<file path="config.mk">
export PLATFORM = sky130hd
export DESIGN_NAME = seven_seg_mux
export DESIGN_NICKNAME = d
export VERILOG_FILES = /design/src/rtl/seven_seg_pkg.sv /design/src/rtl/hex_to_seg.sv /design/src/rtl/seven_seg_mux.sv
export SDC_FILE = /design/constraint.sdc
export NUM_CORES = 1
export LEC_CHECK = 0
export CORE_UTILIZATION = 45
export DETAILED_ROUTE_END_ITERATION = 16
export PLACE_DENSITY = 0.78
export SLEW_MARGIN = 10
export SYNTH_ARGS = -nofsm -noshare
export SYNTH_HDL_FRONTEND = slang
export SYNTH_HIERARCHICAL = 1
export SYNTH_SLANG_ARGS = --single-unit
</file>
<file path="constraint.sdc">
create_clock -name div_clock -period 6.93 [get_ports div_clock]
set_clock_uncertainty 0.15 [all_clocks]
set_input_delay 1.386 -clock div_clock [delete_from_list [all_inputs] [get_ports div_clock]]
set_output_delay 1.386 -clock div_clock [all_outputs]
set_load 0.005 [all_outputs]
</file>
<file path="src/rtl/seven_seg_pkg.sv">
`default_nettype none
// ============================================================================
//  Module      : seven_seg_pkg
//  Description : Shared constants for the multiplexed seven-segment driver:
//                active-low hex glyph table, blank pattern, index width helper.
//  Revision    : 1.0  initial release
// ============================================================================
package seven_seg_pkg;

    // All segments off (active-low)
    localparam logic [6:0] SEG_BLANK = 7'h7F;

    // Active-low {g,f,e,d,c,b,a} glyphs; entry for nibble n lives at [7n +: 7]
    localparam logic [16*7-1:0] HEX_SEG_TABLE = {
        7'h0E, 7'h06, 7'h21, 7'h46,   // F E d C
        7'h03, 7'h08, 7'h10, 7'h00,   // b A 9 8
        7'h78, 7'h02, 7'h12, 7'h19,   // 7 6 5 4
        7'h30, 7'h24, 7'h79, 7'h40    // 3 2 1 0
    };

    // Width of an index register able to hold 0..n-1, never narrower than 1
    function automatic int DIGIT_W(input int n);
        return (n > 1) ? $clog2(n) : 1;
    endfunction

endpackage
`default_nettype wire

</file>
<file path="src/rtl/hex_to_seg.sv">
`default_nettype none
// ============================================================================
//  Module      : hex_to_seg
//  Description : Combinational nibble to active-low 7-segment glyph lookup.
//  Revision    : 1.0  initial release
// ============================================================================
module hex_to_seg
    import seven_seg_pkg::*;
(
    input  logic [3:0] nibble_i,
    output logic [6:0] seg_o
);

    // Table lookup; every nibble value has a glyph so no default is needed
    assign seg_o = HEX_SEG_TABLE[{nibble_i, 3'b000} - {3'b000, nibble_i} +: 7];

endmodule
`default_nettype wire

</file>
<file path="src/rtl/seven_seg_mux.sv">
`default_nettype none
// ============================================================================
//  Module      : seven_seg_mux
//  Description : Time-multiplexed driver for a common-anode seven-segment
//                display. Scans the digits enabled in digit_mask, holding
//                each for TICK_DIV clocks. Optional ghost-suppression
//                dead-time at the start of each digit period is compiled in
//                with the macro SEVEN_SEG_GHOST_BLANK_EN.
//  Revision    : 1.0  initial release
// ============================================================================
module seven_seg_mux
    import seven_seg_pkg::*;
#(
    parameter int NUM_DIGITS   = 4,
    parameter int TICK_DIV     = 1,
    parameter int BLANK_CYCLES = 0
) (
    input  logic                             div_clock,
    input  logic                             reset,
    input  logic                             enable,
    input  logic [NUM_DIGITS-1:0]            digit_mask,
    input  logic [4*NUM_DIGITS-1:0]          values,
    input  logic [NUM_DIGITS-1:0]            dp_in,
    output logic [NUM_DIGITS-1:0]            anode,
    output logic [6:0]                       seg,
    output logic                             dp,
    output logic [DIGIT_W(NUM_DIGITS)-1:0]   digit_sel
);

    localparam int DW = DIGIT_W(NUM_DIGITS);
    localparam int PW = DIGIT_W(TICK_DIV);
    localparam logic [PW-1:0] PCNT_LAST = PW'(TICK_DIV - 1);

    logic [DW-1:0]             cur_q, cur_d;
    logic [PW-1:0]             pcnt_q, pcnt_d;
    logic [DW:0]               rot_sh;
    logic [2*NUM_DIGITS-1:0]   mask_dbl;
    logic [NUM_DIGITS-1:0]     mask_rot;
    logic [DW-1:0]             next_idx;
    logic                      blank;
    logic                      lit;
    logic [3:0]                cur_nibble;
    logic [6:0]                cur_glyph;

    // Rotate the mask so bit 0 is the digit just above cur, then take the
    // lowest set bit; an empty mask leaves next_idx at cur
    always_comb begin
        int idx;
        idx      = 0;
        rot_sh   = {1'b0, cur_q} + 1'b1;
        mask_dbl = {digit_mask, digit_mask};
        mask_rot = NUM_DIGITS'(mask_dbl >> rot_sh);
        next_idx = cur_q;
        for (int k = NUM_DIGITS - 1; k >= 0; k--) begin
            if (mask_rot[k]) begin
                idx = int'(rot_sh) + k;
                if (idx >= NUM_DIGITS) begin
                    idx = idx - NUM_DIGITS;
                end
                next_idx = DW'(idx);
            end
        end
    end

    // Prescaler and digit advance; scanning freezes when disabled or when no
    // digit is selected at all
    always_comb begin
        cur_d  = cur_q;
        pcnt_d = pcnt_q;
        if (enable && (|digit_mask)) begin
            if (pcnt_q == PCNT_LAST) begin
                pcnt_d = '0;
                cur_d  = next_idx;
            end else begin
                pcnt_d = pcnt_q + 1'b1;
            end
        end
    end

    // State registers with asynchronous active-low reset
    always_ff @(posedge div_clock or negedge reset) begin
        if (!reset) begin
            cur_q  <= '0;
            pcnt_q <= '0;
        end else begin
            cur_q  <= cur_d;
            pcnt_q <= pcnt_d;
        end
    end

`ifdef SEVEN_SEG_GHOST_BLANK_EN
    assign blank = (int'(pcnt_q) < BLANK_CYCLES);
`else
    assign blank = 1'b0;
`endif

    assign lit        = enable & digit_mask[cur_q] & ~blank;
    assign cur_nibble = values[{cur_q, 2'b00} +: 4];

    hex_to_seg u_hex (
        .nibble_i (cur_nibble),
        .seg_o    (cur_glyph)
    );

    // Output gating: dark unless the current digit is enabled and not blanked
    always_comb begin
        anode = '1;
        seg   = SEG_BLANK;
        dp    = 1'b1;
        if (lit) begin
            anode[cur_q] = 1'b0;
            seg          = cur_glyph;
            dp           = ~dp_in[cur_q];
        end
    end

    assign digit_sel = cur_q;

endmodule
`default_nettype wire
</file>
==> impl_results.md <==
* Fmax at 150 MHz
* Die W at 72.9 µm
* Slew Viols, Final at 0
* Max Cap Violations at 0
* Clock transition at path regs at 0.03 ns
* Total global routing overflow at 0
* Routed WL per cell at 18.4 µm
* Post-CTS Setup Repair Bufs at 0
* Slew @ Worst Pin at 0.814 ns
* CTS tree: built
* Residual DRC at 0
* Initial antenna violation count at 0
* Core box area at 0.00479 mm²
* WP data arrival at 5.12 ns
* Dominant synthesized flop cell: dfrtp_1
* Final Hold Vio Count at 0
* Syn Area/Cell at 7.31 µm²
* Largest net degree at the start of global routing at 24
* Slew Limit Headroom at 0.454
* Outcome: complete, no violations
* Finished Layout Cells at 404
* Worst EP required at 5.39 ns
* Die height at 72.9 µm
* Initial Util at 0.472
* Routed WL at 7.44 mm
* NumNets Final at 389
* GR Util All Layers at 0.287
* Clock sink count at 2
* Sequential-to-total area share from yosys stat at 0.0221
* Initial DRT Pass Iterations at 5
* Synth cell types at 67
* RSZ-0062 raised after global routing: no
* Global-route wire length before repair at 11.9 mm
* Critical path capture point type: output port
* Total CTS buffers at 3
* Ports at 41
* Cell Rows at 25
* Area Overhead vs Synth at 20.7%
* Synth warnings at 6
* Starting DRT DRC Count at 382
* Via density at 6.79
* Final setup vio count at 0
* Hold WS at 0.613 ns
* # hold bufs at CTS at 0
* H-tree levels at 1
* Die area at 0.00531 mm²
* Clock latency on the worst-skew pair at 0.20 ns
* DP HPWL at 5.39 mm
* Worst hold path class: flop to flop
* Root Buffer: clkbuf_8
* Fin Setup TNS at 0 ns
* Layout cells sized above 1 at 0.113
* Critical path fanouts, max at 23
* Vias in the first global route at 2,479
* Placed insts at 401
* Post-Syn Nets at 359
* Final period util at 0.960
* Post-Synthesis Cells at 309
* Antenna cells at 0
* Routed Antenna Nets at 0
* # fillers at 439
* Port bufs at 40
* Tmin final at 6.65 ns
* Synthesized cell area at 0.00226 mm²
* #FFs+latches synth at 2
* Max reg flops at 2
* Placer Congestion at 1.04
* Post-synth ARST share at 1.00
* Post-synth EDFFs at 0
* Via count at 2,742
* Clock tree buffer depth at 2
* Critical path startpoint category: input port
* Setup Crit Path Kind: input port to output port
## metal layers
layer / up-vias / GRT usage / share of wire
li1: 1233 / - / -
met2: 211 / 0.476 / 0.46
met1: 1257 / 0.375 / 0.39
met4: 0 / 0.135 / 0.044
met3: 41 / 0.0262 / 0.10
met5: - / 0 / 0
## repair_timing
item	4_1_cts	5_1_grt
resized for setup	0	1
setup endpoints to repair	0	1
hold endpoints to repair	0	0
## worst max-delay path, cell delays in order
cell and delay (ns):
clkdlybuf4s50_1 0.40, mux4_2 0.47, inv_1 0.17, ha_1 0.19
inv_1 0.12, ha_1 0.32, buf_4 0.22, xor2_1 0.19
xnor2_1 0.43, a2bb2oi_1 0.17, o21ai_1 0.14, a21oi_1 0.09
a311oi_2 0.18, nand2b_1 0.13, clkdlybuf4s50_1 0.49
## Yosys cell counts, types with 5 or more instances
cell	instances	share of area
inv_1	13	0.022
nor3_1	10	0.022
ha_1	23	0.13
o21ai_0	14	0.031
nand2b_1	12	0.033
a21oi_1	21	0.047
o211ai_1	10	0.033
o21ai_1	5	0.011
nand2_1	29	0.048
a311oi_1	5	0.019
buf_2	11	0.024
nor2_1	19	0.032
mux4_2	8	0.080
nand3_1	10	0.022
buf_6	7	0.035
clkbuf_1	11	0.018
a31oi_1	6	0.017
## per-stage QoR
step	cell area (µm²)	setup slack (ns)	util
3_5_place_dp	2680	0.292	0.560
4_1_cts	2720	0.285	0.569
6_report	2730	0.279	0.570
5_1_grt	2730	0.0439	0.570
3_3_place_gp	2680	0.407	0.560
2_1_floorplan	2260	0.566	-
## final timing paths
| path | startpoint | to | slack [ns] | depth (start not counted) |
|---|---|---|---|---|
| hold reg to reg | digit_sel[1] | digit_sel[1] | 0.61 | 2 |
| min in group asynchronous | reset | digit_sel[0] | 1.20 | 1 |
| setup / recovery | values[9] | seg[1] | 0.28 | 15 |
| hold / removal | digit_sel[1] | digit_sel[1] | 0.61 | 2 |
| max in group asynchronous | reset | digit_sel[1] | 5.30 | 1 |
| setup reg to reg | digit_sel[0] | digit_sel[1] | 4.97 | 4 |
## layout by cell type (no fill, tap or decap), drive strengths merged, types with 3 or more instances in the layout
master	n
ha	23
nor3b	4
o311ai	3
a21oi	21
a31oi	6
a22o	3
o22ai	3
clkdlybuf4s50	40
inv	13
or2	4
nor3	10
xor2	3
nor2b	3
xnor2	3
nand4	3
a211oi	4
o211ai	11
nor2	20
nand2	29
o311a	3
o21ai	19
a21o	3
a311oi	6
clkbuf	3
buf	16
mux4	8
nand3	10
o221ai	3
nand3b	3
nand2b	12
mux2i	4
## area by class of cell
type | count | area (µm²) | area share
Tap cell | 67 | 83.8 | 0.0307
Multi-Input combinational cell | 262 | 1970 | 0.724
Timing Repair Buffer | 56 | 520 | 0.191
Inverter | 14 | 56.3 | 0.0207
Clock buffer | 3 | 41.3 | 0.0151
Sequential cell | 2 | 50.0 | 0.0184
## cell families after synthesis
| logic type | synth area share |
|---|---|
| muxes | 0.102 |
| xor gates and xnor gates | 0.0233 |
| DFF | 0.0221 |
| adders and majority gates | 0.127 |
| and+or+nand+nor | 0.258 |
| AOI/OAI and AO/OA | 0.363 |
| buffers and inverters | 0.104 |
Power is left out: the tool's default activity adds up to more than one toggle a clock period on the data nets, which glitch-free logic cannot reach.
